==> src/rtl/video_pkg.sv <==
// Shared types and constants for the AXI4-Stream video test-pattern source.
package video_pkg;

  typedef enum logic [2:0] {
    PAT_SOLID   = 3'd0,
    PAT_HRAMP   = 3'd1,
    PAT_VRAMP   = 3'd2,
    PAT_BARS    = 3'd3,
    PAT_CHECKER = 3'd4
  } pattern_t;

  typedef enum logic [1:0] {
    ST_IDLE = 2'd0,
    ST_RUN  = 2'd1,
    ST_DONE = 2'd2
  } state_t;

  // Colour-bar on/off masks, bit 2 = R, bit 1 = G, bit 0 = B
  localparam logic [2:0] BAR_WHITE   = 3'b111;
  localparam logic [2:0] BAR_YELLOW  = 3'b110;
  localparam logic [2:0] BAR_CYAN    = 3'b011;
  localparam logic [2:0] BAR_GREEN   = 3'b010;
  localparam logic [2:0] BAR_MAGENTA = 3'b101;
  localparam logic [2:0] BAR_RED     = 3'b100;
  localparam logic [2:0] BAR_BLUE    = 3'b001;
  localparam logic [2:0] BAR_BLACK   = 3'b000;

  localparam logic [7:0][2:0] BAR_MASKS = {
    BAR_BLACK, BAR_BLUE, BAR_RED, BAR_MAGENTA,
    BAR_GREEN, BAR_CYAN, BAR_YELLOW, BAR_WHITE
  };

  function automatic int clog2_min1(input int n);
    return (n <= 2) ? 1 : $clog2(n);
  endfunction

endpackage

==> src/rtl/video_pattern_pixel.sv <==
// Combinational pixel generator: (x, y, pattern, solid) -> {R,G,B}.
module video_pattern_pixel
  import video_pkg::*;
#(
  parameter int H_ACTIVE = 1280,
  parameter int V_ACTIVE = 720,
  parameter int COMP_W   = 8,
  parameter int CHK_LOG2 = 4,
  parameter int XW       = clog2_min1(H_ACTIVE),
  parameter int YW       = clog2_min1(V_ACTIVE)
) (
  input  logic [XW-1:0]       x,
  input  logic [YW-1:0]       y,
  input  pattern_t            pattern,
  input  logic [3*COMP_W-1:0] solid,
  output logic [3*COMP_W-1:0] pixel
);

  logic [7:1] bar_ge;
  logic [2:0] bar_idx;
  logic [2:0] bar_mask;
  logic       chk_x;
  logic       chk_y;
  logic       unused_y;

  // Bar index = number of constant bar boundaries already passed
  for (genvar gi = 1; gi < 8; gi++) begin : g_bar
    assign bar_ge[gi] = (x >= XW'(gi * (H_ACTIVE / 8)));
  end

  // Checker bit positions beyond the counter width read as zero
  if (CHK_LOG2 < XW) begin : g_chk_x
    assign chk_x = x[CHK_LOG2];
  end else begin : g_chk_x0
    assign chk_x = 1'b0;
  end

  if (CHK_LOG2 < YW) begin : g_chk_y
    assign chk_y = y[CHK_LOG2];
  end else begin : g_chk_y0
    assign chk_y = 1'b0;
  end

  assign unused_y = ^y;

  always_comb begin
    bar_idx = '0;
    for (int i = 1; i < 8; i++) begin
      bar_idx = bar_idx + 3'(bar_ge[i]);
    end
    bar_mask = BAR_MASKS[bar_idx];
    pixel    = '0;
    case (pattern)
      PAT_SOLID:   pixel = solid;
      PAT_HRAMP:   pixel = {3{COMP_W'(x)}};
      PAT_VRAMP:   pixel = {3{COMP_W'(y)}};
      PAT_BARS:    pixel = {{COMP_W{bar_mask[2]}}, {COMP_W{bar_mask[1]}}, {COMP_W{bar_mask[0]}}};
      PAT_CHECKER: pixel = {(3*COMP_W){chk_x ^ chk_y}};
      default:     pixel = '0;
    endcase
  end

endmodule

==> src/rtl/video_pattern_gen.sv <==
// AXI4-Stream video test-pattern source with frame-atomic run control.
module video_pattern_gen
  import video_pkg::*;
#(
  parameter int H_ACTIVE = 1280,
  parameter int V_ACTIVE = 720,
  parameter int COMP_W   = 8,
  parameter int CHK_LOG2 = 4
) (
  input  logic                clk_i,
  input  logic                rst_n_i,
  input  logic                enable_i,
  input  logic                single_i,
  input  logic [2:0]          pattern_i,
  input  logic [3*COMP_W-1:0] solid_i,
  output logic                busy_o,
  output logic                frame_done_o,
  output logic [15:0]         frame_cnt_o,
  output logic                m_axis_video_TVALID,
  input  logic                m_axis_video_TREADY,
  output logic [3*COMP_W-1:0] m_axis_video_TDATA,
  output logic                m_axis_video_TUSER,
  output logic                m_axis_video_TLAST
);

  localparam int XW = clog2_min1(H_ACTIVE);
  localparam int YW = clog2_min1(V_ACTIVE);
  localparam logic [XW-1:0] X_LAST = XW'(H_ACTIVE - 1);
  localparam logic [YW-1:0] Y_LAST = YW'(V_ACTIVE - 1);

  state_t              state_reg, state_next;
  logic [XW-1:0]       x_reg, x_next;
  logic [YW-1:0]       y_reg, y_next;
  pattern_t            pat_reg, pat_next;
  logic [3*COMP_W-1:0] solid_reg, solid_next;
  logic                single_reg, single_next;
  logic                tvalid_reg, tuser_reg, tlast_reg, done_reg;
  logic [3*COMP_W-1:0] tdata_reg;
  logic [15:0]         cnt_reg;
  logic [3*COMP_W-1:0] pix;
  logic                hs, last_beat, frame_end, restart, advance;

  assign hs        = tvalid_reg & m_axis_video_TREADY;
  assign last_beat = (x_reg == X_LAST) && (y_reg == Y_LAST);
  assign frame_end = (state_reg == ST_RUN) && hs && last_beat;
  assign restart   = ((state_reg == ST_IDLE) && enable_i) ||
                     (frame_end && enable_i && !single_reg);
  assign advance   = (state_reg == ST_RUN) && hs && !last_beat;

  always_ff @(posedge clk_i) begin
    if (!rst_n_i) state_reg <= ST_IDLE;
    else          state_reg <= state_next;
  end

  always_comb begin
    state_next = state_reg;
    case (state_reg)
      ST_IDLE: if (enable_i) state_next = ST_RUN;
      ST_RUN:  if (frame_end && !(enable_i && !single_reg)) state_next = ST_DONE;
      ST_DONE: if (!enable_i) state_next = ST_IDLE;
      default: state_next = ST_IDLE;
    endcase
  end

  always_comb begin
    busy_o = (state_reg == ST_RUN);
  end

  // Beat coordinates and latched frame settings for the beat presented next
  always_comb begin
    x_next      = x_reg;
    y_next      = y_reg;
    pat_next    = pat_reg;
    solid_next  = solid_reg;
    single_next = single_reg;
    if (restart) begin
      x_next      = '0;
      y_next      = '0;
      pat_next    = pattern_t'(pattern_i);
      solid_next  = solid_i;
      single_next = single_i;
    end else if (advance) begin
      if (x_reg == X_LAST) begin
        x_next = '0;
        y_next = y_reg + YW'(1);
      end else begin
        x_next = x_reg + XW'(1);
      end
    end
  end

  video_pattern_pixel #(
    .H_ACTIVE(H_ACTIVE),
    .V_ACTIVE(V_ACTIVE),
    .COMP_W  (COMP_W),
    .CHK_LOG2(CHK_LOG2),
    .XW      (XW),
    .YW      (YW)
  ) u_pixel (
    .x      (x_next),
    .y      (y_next),
    .pattern(pat_next),
    .solid  (solid_next),
    .pixel  (pix)
  );

  always_ff @(posedge clk_i) begin
    if (!rst_n_i) begin
      x_reg      <= '0;
      y_reg      <= '0;
      pat_reg    <= PAT_SOLID;
      solid_reg  <= '0;
      single_reg <= 1'b0;
      tvalid_reg <= 1'b0;
      tdata_reg  <= '0;
      tuser_reg  <= 1'b0;
      tlast_reg  <= 1'b0;
      done_reg   <= 1'b0;
      cnt_reg    <= '0;
    end else begin
      x_reg      <= x_next;
      y_reg      <= y_next;
      pat_reg    <= pat_next;
      solid_reg  <= solid_next;
      single_reg <= single_next;
      tvalid_reg <= (state_next == ST_RUN);
      done_reg   <= frame_end;
      if (restart || advance) begin
        tdata_reg <= pix;
        tuser_reg <= (x_next == '0) && (y_next == '0);
        tlast_reg <= (x_next == X_LAST);
      end
      if (frame_end) cnt_reg <= cnt_reg + 16'd1;
    end
  end

  assign m_axis_video_TVALID = tvalid_reg;
  assign m_axis_video_TDATA  = tdata_reg;
  assign m_axis_video_TUSER  = tuser_reg;
  assign m_axis_video_TLAST  = tlast_reg;
  assign frame_done_o        = done_reg;
  assign frame_cnt_o         = cnt_reg;

endmodule

==> config.mk <==
export PLATFORM = sky130hd
export DESIGN_NAME = video_pattern_gen
export DESIGN_NICKNAME = d
export VERILOG_FILES = /design/src/rtl/video_pkg.sv /design/src/rtl/video_pattern_pixel.sv /design/src/rtl/video_pattern_gen.sv
export SDC_FILE = /design/constraint.sdc
export NUM_CORES = 1
export LEC_CHECK = 0
export BUFFER_PORTS_ARGS = -buffer_cell sky130_fd_sc_hd__buf_2
export CORE_MARGIN = 2
export CORE_UTILIZATION = 51
export CTS_CLUSTER_DIAMETER = 80
export DETAILED_ROUTE_END_ITERATION = 12
export PLACE_DENSITY_LB_ADDON = 0.12
export SLEW_MARGIN = 20
export SYNTH_ARGS = -nofsm -noshare
export SYNTH_HDL_FRONTEND = slang
export SYNTH_SLANG_ARGS = --single-unit
==> constraint.sdc <==
create_clock -name clk_i -period 5 [get_ports clk_i]
set_clock_uncertainty 0.05 [all_clocks]
set_input_delay 0.5 -clock clk_i [delete_from_list [all_inputs] [get_ports clk_i]]
set_output_delay 0.5 -clock clk_i [all_outputs]
set_load 0.01 [all_outputs]
==> key figures <==
Detailed routing
  • Met3 WL post-DR: 650 um
  • Final wirelength: 12.2 mm
  • Final antenna-violating net count: 0
  • Highest metal layer used by the detailed router: met4
  • First-pass DRT Iterations: 5
  • DRC violations left: 0
  • Met1 WL: 5.59 mm
  • Iteration-0 DRC Markers: 230
  • Drt wl/cell: 16.3 um
  • Vias per cell: 5.73
  • Vias: 4285
  • WL met2: 5.78 mm

GRT
  • Tot GR Track Use: 24.5%
  • First-pass GRT wire length: 19.6 mm
  • Initial antenna violation count: 0
  • Via count of the first global-routing pass: 3986
  • Largest net degree at the start of global routing: 57
  • Congestion Overflow GR: 0

Power
  • VDD IR max: 181 uV
  • Pwr/cell area: 273 nW/um^2
  • Leakage: 0.00244 uW
  • Final total power: 1560 uW

Layout
  • Antenna Cells: 0
  • Number of fillers in the final layout: 732
  • Ratio of cells with drive above 1 in the final layout: 27.7%
  • Most frequent cells in the layout: 94 x dfxtp_1, 91 x nor2_1, 76 x buf_2
  • Non-filler cells, final: 748
  • Final instance area: 5720 um^2
  • Nets: 677
  • Commonest non-fill, non-tap cell in the layout: dfxtp_1
  • Area Overhead vs Synth: 24.4%

Logic synthesis
  • Avg Inst Size Synth: 8.57 um^2
  • Post-synthesis cell count: 536
  • Synth Cell Area: 4590 um^2
  • Mapped Nets: 577
  • Synth warnings: 0
  • Ys async rst share: 0%
  • Top FF cell, synth: dfxtp_1
  • Synth cell types: 62
  • Post-synthesis register bit count: 95
  • Sequential element share of the synthesized area: 41.4%
  • EDFF count, synth: 0

STA
  • Smallest setup slack after layout: 0.000908 ns
  • Worst-Margin Slew: 1.00 ns
  • Fin crit share: 100%
  • Setup-failing EPs final: 0
  • Max-slew headroom: 33.4%
  • Fmax: 0.200 GHz
  • Hold Fails Final Rpt: 0
  • Final min period: 5.00 ns
  • Slew Viols, Final: 0
  • RSZ-0062 raised after global routing: true

CTS
  • CTS Buf Count: 9
  • Longest Clk Path Bufs: 2
  • Clock slew at reported path FFs: 0.10 ns
  • Hold-fix buffers, CTS: 0
  • Worst-skew pair later-pin latency: 0.36 ns
  • CTS tree: built
  • Root buffer cell: clkbuf_8
  • CTS Sinks: 95
  • H-tree lvl count: 3

Place
  • DP HPWL: 8.72 mm
  • I/O Buffers: 76
  • GPL Wtd Cong: 0.919
  • Pre-CTS setup slack: -0.0300 ns
  • Dpl cell area: 5300 um^2
  • Placed Cells incl. Taps: 728

Run
  • MaxCap Viol Count: 0

Critical path
  • CP Capture Type: flip-flop
  • Req. time, crit path: 5.20 ns
  • Crit Path Max Fanout: 6
  • Reg-to-reg endpoint: m_axis_video_TDATA[9]
  • Arr. time, crit path: 5.20 ns
  • Reg2Reg Depth: 19
  • Worst Setup Path Type: reg2reg
  • Reg-to-reg critical path startpoint: y_reg[5]
  • Worst R2R Setup Slack: 0.0009 ns
  • Crit path launch type: flip-flop

Run status
  • Run status: complete, no violations

Hold path
  • HP Class: in2reg
  • Min-Delay Endpoint: single_reg
  • Worst hold start: single_i
  • Hold depth: 3

Floorplanning
  • FP Rows: 34
  • Die Y: 98.9 um
  • Core area: 8720 um^2
  • Die Wd: 98.9 um
  • Die Footprint: 9780 um^2
  • Initial Utilization: 52.7%
  • Total I/O pin count: 77
==> stage by stage <==
step | util [%] | TNS, ns | hold slack, ns
6_report | 65.5 | 0 | 0.335
5_1_grt | 65.5 | -1.85 | 0.340
4_1_cts | 63.7 | 0 | 0.331
3_5_place_dp | 60.8 | -0.0457 | 0.388
3_3_place_gp | 60.8 | 0 | 0.385
2_1_floorplan | - | 0 | 0.398
==> logic make-up (layout without fill, tap and decap cells) <==
kind of cell    count (synthesis)  in the layout  synth area share (%)
mux                            26             26                  5.67
flops                          95             95                  41.4
fa+ha+maj                       9              9                  2.94
simple gates                  239            239                  25.3
buf+inv                        38            142                  3.57
xor+xnor                       34             34                  6.48
compound gates                 95             95                  14.7
==> worst max-delay path: stages, from the launching register on <==
cell	delay, ns
dfxtp_2	0.33
or4b_4	0.57
or3_4	0.40
o2111ai_4	0.21
xor2_2	0.24
nor2_4	0.09
nor2_1	0.11
o21ai_1	0.08
ha_1	0.31
fa_1	0.50
inv_2	0.04
fa_1	0.49
inv_2	0.08
ha_4	0.13
inv_2	0.03
fa_2	0.32
xor2_1	0.16
a22o_1	0.23
or3b_1	0.35
a22o_1	0.18
==> final cells by class <==
cell class / count / area [um^2] / area share, %
multi-input combinational: 403 / 2700 / 47.2
sequential: 95 / 1900 / 33.3
timing repair buffer: 116 / 697 / 12.2
tap: 108 / 135 / 2.36
clock buffer: 9 / 124 / 2.17
clock inverter: 6 / 116 / 2.04
inverter: 11 / 41.3 / 0.722
==> worst max-delay path by stage <==
stage,from,end,slack (ns),cells after the start
after global placement,y_reg[5],m_axis_video_TDATA[9],0.08,19
final,y_reg[5],m_axis_video_TDATA[9],0.0009,19
after CTS,y_reg[5],m_axis_video_TDATA[9],0.002,20
after floorplan,y_reg[5],m_axis_video_TDATA[9],0.05,20
after global routing,y_reg[5],m_axis_video_TDATA[9],-0.23,19
after detailed placement,single_reg,m_axis_video_TDATA[9],-0.03,19
==> synth_stat cells (7+ instances only) <==
| cell | count | area [um^2] |
|---|---|---|
| xor2_1 | 19 | 166 |
| mux2i_1 | 26 | 260 |
| nand2_1 | 47 | 176 |
| inv_1 | 11 | 41.3 |
| a22o_1 | 10 | 87.6 |
| o211ai_1 | 7 | 52.6 |
| clkbuf_1 | 17 | 63.8 |
| a21oi_1 | 12 | 60.1 |
| nor2_1 | 93 | 349 |
| dfxtp_1 | 95 | 1900 |
| o21ai_1 | 9 | 45.0 |
| xnor2_1 | 15 | 131 |
| buf_2 | 8 | 40.0 |
| nand4_1 | 9 | 56.3 |
| and3_1 | 8 | 50.1 |
| o21ai_0 | 17 | 85.1 |
| nor3_1 | 25 | 125 |
| nand3_1 | 15 | 75.1 |
==> report_power, final <==
| group | switching (uW) | internal [uW] |
|---|---|---|
| Clock | 279 | 334 |
| Sequential | 11.8 | 779 |
| Combinational | 93.8 | 62.6 |
| Total | 384 | 1180 |
==> metal layers <==
metal  up-vias  GRT usage, %
li1       2096             -
met2       144          39.8
met4         0          6.01
met1      2031          34.2
met3        14          4.33
met5         -             0
==> repair_timing <==
action                     CTS  global route
resized for setup            3            28
setup endpoints to repair    9            20
pin swaps                    0             8
setup buffers                0             5
Note: power is estimated with default switching activity, not from simulation.
